File: config.mk
export PLATFORM = sky130hd
export DESIGN_NAME = apb_master_bridge
export DESIGN_NICKNAME = d
export VERILOG_FILES = /design/src/rtl/apb_master_bridge.sv
export SDC_FILE = /design/constraint.sdc
export NUM_CORES = 1
export LEC_CHECK = 0
export CAP_MARGIN = 10
export CORE_ASPECT_RATIO = 0.9
export CORE_MARGIN = 2
export CORE_UTILIZATION = 42
export CTS_CLUSTER_SIZE = 25
export DETAILED_ROUTE_END_ITERATION = 16
export PLACE_DENSITY = 0.81
export SYNTH_ARGS = -nofsm -noshare
export SYNTH_HDL_FRONTEND = slang
export SYNTH_SLANG_ARGS = --single-unit
File: constraint.sdc
create_clock -name PCLK -period 2.1 [get_ports PCLK]
set_input_delay 0.63 -clock PCLK [delete_from_list [all_inputs] [get_ports PCLK]]
set_output_delay 0.63 -clock PCLK [all_outputs]
set_load 0.02 [all_outputs]
File: src/rtl/apb_master_bridge.sv
// Command-stream to APB4 master bridge: one outstanding transfer, wait-state
// timeout, and a held response until the consumer accepts it.
`timescale 1ns/1ps
module apb_master_bridge #(
  parameter int ADDR_W         = 32,
  parameter int DATA_W         = 32,
  parameter int TIMEOUT_CYCLES = 16
) (
  input  logic                PCLK,
  input  logic                PRESETn,
  input  logic                cmd_valid,
  output logic                cmd_ready,
  input  logic                cmd_write,
  input  logic [ADDR_W-1:0]   cmd_addr,
  input  logic [DATA_W-1:0]   cmd_wdata,
  input  logic [DATA_W/8-1:0] cmd_strb,
  output logic                rsp_valid,
  input  logic                rsp_ready,
  output logic [DATA_W-1:0]   rsp_rdata,
  output logic                rsp_err,
  output logic                rsp_timeout,
  output logic                PSELx,
  output logic                PENABLE,
  output logic                PWRITE,
  output logic [ADDR_W-1:0]   PADDR,
  output logic [DATA_W-1:0]   PWDATA,
  output logic [DATA_W/8-1:0] PSTRB,
  input  logic [DATA_W-1:0]   PRDATA,
  input  logic                PREADY,
  input  logic                PSLVERR
);

  localparam int CNT_W = (TIMEOUT_CYCLES < 1) ? 1 : $clog2(TIMEOUT_CYCLES + 1);
  localparam int LAST_INT = (TIMEOUT_CYCLES == 0) ? 0 : TIMEOUT_CYCLES - 1;
  localparam logic [CNT_W-1:0] CNT_LAST = CNT_W'(LAST_INT);

  typedef enum logic [1:0] {IDLE, SETUP, ACCESS, RESP} state_t;

  state_t           state;
  logic [CNT_W-1:0] wait_cnt;

  // NOTE: cmd_ready is a pure decode of the state register, so it stays
  // glitch-free and carries no combinational path from any input.
  assign cmd_ready = (state == IDLE);

  // NOTE: all state is updated with non-blocking assignments so every
  // register samples the pre-edge values regardless of statement order.
  always_ff @(posedge PCLK or negedge PRESETn) begin
    if (!PRESETn) begin
      state       <= IDLE;
      wait_cnt    <= '0;
      PSELx       <= 1'b0;
      PENABLE     <= 1'b0;
      PWRITE      <= 1'b0;
      PADDR       <= '0;
      PWDATA      <= '0;
      PSTRB       <= '0;
      rsp_valid   <= 1'b0;
      rsp_rdata   <= '0;
      rsp_err     <= 1'b0;
      rsp_timeout <= 1'b0;
    end else begin
      case (state)
        IDLE: begin
          if (cmd_valid) begin
            state   <= SETUP;
            PSELx   <= 1'b1;
            PENABLE <= 1'b0;
            PWRITE  <= cmd_write;
            PADDR   <= cmd_addr;
            // Reads drive zero data and strobes, as APB4 requires.
            PWDATA  <= cmd_write ? cmd_wdata : '0;
            PSTRB   <= cmd_write ? cmd_strb : '0;
          end
        end

        SETUP: begin
          state    <= ACCESS;
          PENABLE  <= 1'b1;
          wait_cnt <= '0;
        end

        ACCESS: begin
          if (PREADY) begin
            state       <= RESP;
            PSELx       <= 1'b0;
            PENABLE     <= 1'b0;
            rsp_valid   <= 1'b1;
            rsp_rdata   <= PWRITE ? '0 : PRDATA;
            rsp_err     <= PSLVERR;
            rsp_timeout <= 1'b0;
          end else begin
            wait_cnt <= wait_cnt + 1'b1;
            // Abort after the last allowed ACCESS cycle still saw no PREADY.
            if ((TIMEOUT_CYCLES != 0) && (wait_cnt == CNT_LAST)) begin
              state       <= RESP;
              PSELx       <= 1'b0;
              PENABLE     <= 1'b0;
              rsp_valid   <= 1'b1;
              rsp_rdata   <= '0;
              rsp_err     <= 1'b1;
              rsp_timeout <= 1'b1;
            end
          end
        end

        RESP: begin
          if (rsp_ready) begin
            state     <= IDLE;
            rsp_valid <= 1'b0;
          end
        end

        default: state <= IDLE;
      endcase
    end
  end

endmodule
==> flow_summary.yaml <==
status:
  status: "finished clean"
timing:
  finalSetupTns_ns: 0
  tightest_slew_ns: 0.432
  finalHoldWorstSlack_ns: 0.0672
  slew_viol_final: 0
  layout_min_cycle_time_ns: 2.06
  setup_viol: 0
  skew_ns: 0.00687
  max_freq_mhz: 485
  rsz0062_at_grt: "no"
  slew_headroom_pct: 70.8
  hold_viol: 0
  fin_crit_sh_pct: 98.1
die:
  pin_count: 214
  start_util_pct: 43.2
  fp-row-count: 36
  dieArea_sq_um: 12000
  fp.coreArea_sq_um: 10800
  fp.dieW_microns: 115
  die-height_microns: 104
route:
  dr_wl_met3_microns: 817
  m1WireLength_mm: 4.88
  dr.pass1.iters: 4
  drc: 0
  top_layer_used: "met4"
  via_per_inst: 4.87
  vias: 3898
  detail-route-antenna-nets: 0
  drt_iter0_markers: 209
  wl_met2_mm: 6.49
  routed_wl_mm: 12.5
  wl_per_cell_microns: 15.6
critical_path:
  path_delay_family: "buffers and inverters"
  worst_path_largest_cell_delay_ns: 0.64
  start_kind: "flop"
  setup.worst_path.start: "rsp_valid"
  crit_arrival_ns: 1.43
  crit_buf_inv: 1
  crit_required_ns: 1.47
  rr_startpoint: "wait_cnt[0]"
  crit_chain: "clkdlybuf4s50_1"
  slowest_stage: "clkdlybuf4s50_1"
  critPathMaxFanout: 3
  critical_path.endpoint_type: "output pin"
  path_class: "reg2out"
global_route:
  gr-usage-all-layers_pct: 21.5
  grt_max_degree: 68
  grt.overflow.total: 0
  grt_pass1_wl_mm: 19.8
  grt_pass1_vias: 4063
  antenna_found_initial: 0
clock_network:
  cts_buffer_depth: 2
  cts.sinks: 113
  clkSlewWorstSetupHoldPaths_ns: 0.05
  cts_root_buf: "clkbuf_16"
  numCtsBuffers: 17
  clock_latency_ns: 0.42
  cts_max_level: 4
  cts_tree: "built"
pwr:
  powerDensity_nw_per_um2: 1560
  p_sw_uw: 4150
  p_sw_share_pct: 34.9
  power_frac_comb_pct: 45.0
  p_clk_share_pct: 23.9
  vdd_ir_drop_max_v: 0.000950
  seq_power_share_pct: 31.1
  power_leakage_uw: 0.00340
  p_int_uw: 7740
placed_design:
  hpwl_mm: 9.06
  port_buffers: 213
  placed_cell_area_sq_um: 7050
  gp_congestion: 0.795
final_layout:
  fin_area_sq_um: 7640
  layout-drive-gt1-share_pct: 13.3
  final_cell_mix: "clkdlybuf4s50_1 (209), nand2_1 (142), dfrtp_1 (113)"
  fin_util_pct: 70.6
  syn_to_final_growth_pct: 63.6
  n_antenna_cell: 0
  nets: 770
  mostFrequentLayoutCell: "clkdlybuf4s50_1"
yosys:
  ys_ff_latch: 113
  syn_inst: 435
  avgSynthCellArea_sq_um: 10.7
  syn_nets: 549
  synth_warnings: 0
  mappedNetlistArea_sq_um: 4670
  synth_top_area_share_pct: 60.6
  synth_area_leaders: "dfrtp_1 (61%), nand2_1 (11%), mux2_2 (6.5%), o21ai_0 (5.1%), o21ai_1 (2.9%)"
  ys_types: 30
  synth_top_area_cell: "dfrtp_1"
  yosysSeqAreaShare_pct: 60.6
hold_path:
  min_path_type: "in2async"
flow_run:
  cap_viol_max_count: 0
-- metal layers --
layer / GRT usage, % / vias to the layer above
met2: 36.8 / 128
met1: 23.6 / 1877
met4: 10.4 / 0
met5: 0 / -
met3: 7.63 / 19
li1: - / 1874
-- power by group through the flow --
stage | combinational [uW] | sequential [uW] | clock [uW]
floorplan | 1570 | 4820 | 0
global placement | 5250 | 3660 | 0
detailed placement | 5380 | 3730 | 0
CTS | 5410 | 3700 | 2890
global route | 5710 | 3820 | 2980
finish | 5350 | 3700 | 2850
-- flip-flops by register name, indices dropped and copies added (netlist names) --
register,count
PSELx,1
rsp_valid,1
rsp_err,1
PWDATA,32
PSTRB,4
PENABLE,1
state,2
rsp_timeout,1
PWRITE,1
wait_cnt,5
rsp_rdata,32
PADDR,32
-- cells in the mapped netlist, drive strengths merged --
library cell / number
a21o: 2
a21oi: 3
a22o: 1
and2b: 1
and3: 1
buf: 17
clkbuf: 12
dfrtp: 113
ha: 7
inv: 3
mux2: 36
mux2i: 2
nand2: 143
nand2b: 3
nand4b: 1
nor2: 3
nor2b: 3
nor3: 2
nor3b: 3
o21ai: 75
o311ai: 1
xnor2: 3
-- per-stage QoR --
stage,setup slack (ns),std cells,power [uW]
global placement,0.0503,770,8910
global route,0.00737,800,12500
finish,0.0390,800,11900
CTS,0.00699,800,12000
floorplan,0.351,435,6390
detailed placement,0.0166,770,9110
-- final timing paths --
| path | depth (start not counted) | endpoint | slack (ns) |
|---|---|---|---|
| max in group asynchronous | 2 | PWDATA[28] | 1.35 |
| worst min register to register | 2 | PWDATA[5] | 0.48 |
| worst max register to register | 6 | state[1] | 0.19 |
| worst max-delay path | 1 | rsp_valid | 0.04 |
| min in group PCLK | 2 | PWDATA[5] | 0.48 |
| worst min-delay path | 1 | rsp_rdata[1] | 0.07 |
-- area by class of cell --
cell class / instances / area, sq um
clock inverter: 5 / 75.1
timing repair buffer: 231 / 2360
tap: 133 / 166
inverter: 3 / 11.3
sequential: 113 / 2830
multi-input combinational: 290 / 1680
clock buffer: 25 / 515
fill: 778 / 3170
-- cell families (layout without fill, tap and decap cells) --
family | count (synthesis) | in the layout | share of synthesized area (%)
xor+xnor | 3 | 3 | 0.563
mux | 38 | 38 | 9.76
flops | 113 | 113 | 60.6
compound gates | 82 | 82 | 9.06
buf+inv | 32 | 264 | 3.91
simple gates | 160 | 160 | 14.3
fa+ha+maj | 7 | 7 | 1.88
-- timing repair --
item                       in CTS  in global routing
setup endpoints to repair       1                  3
hold buffers                    0                  0
setup buffers                   0                  0
gates resized for setup         3                  4
Note: power is estimated with default switching activity, not from simulation.
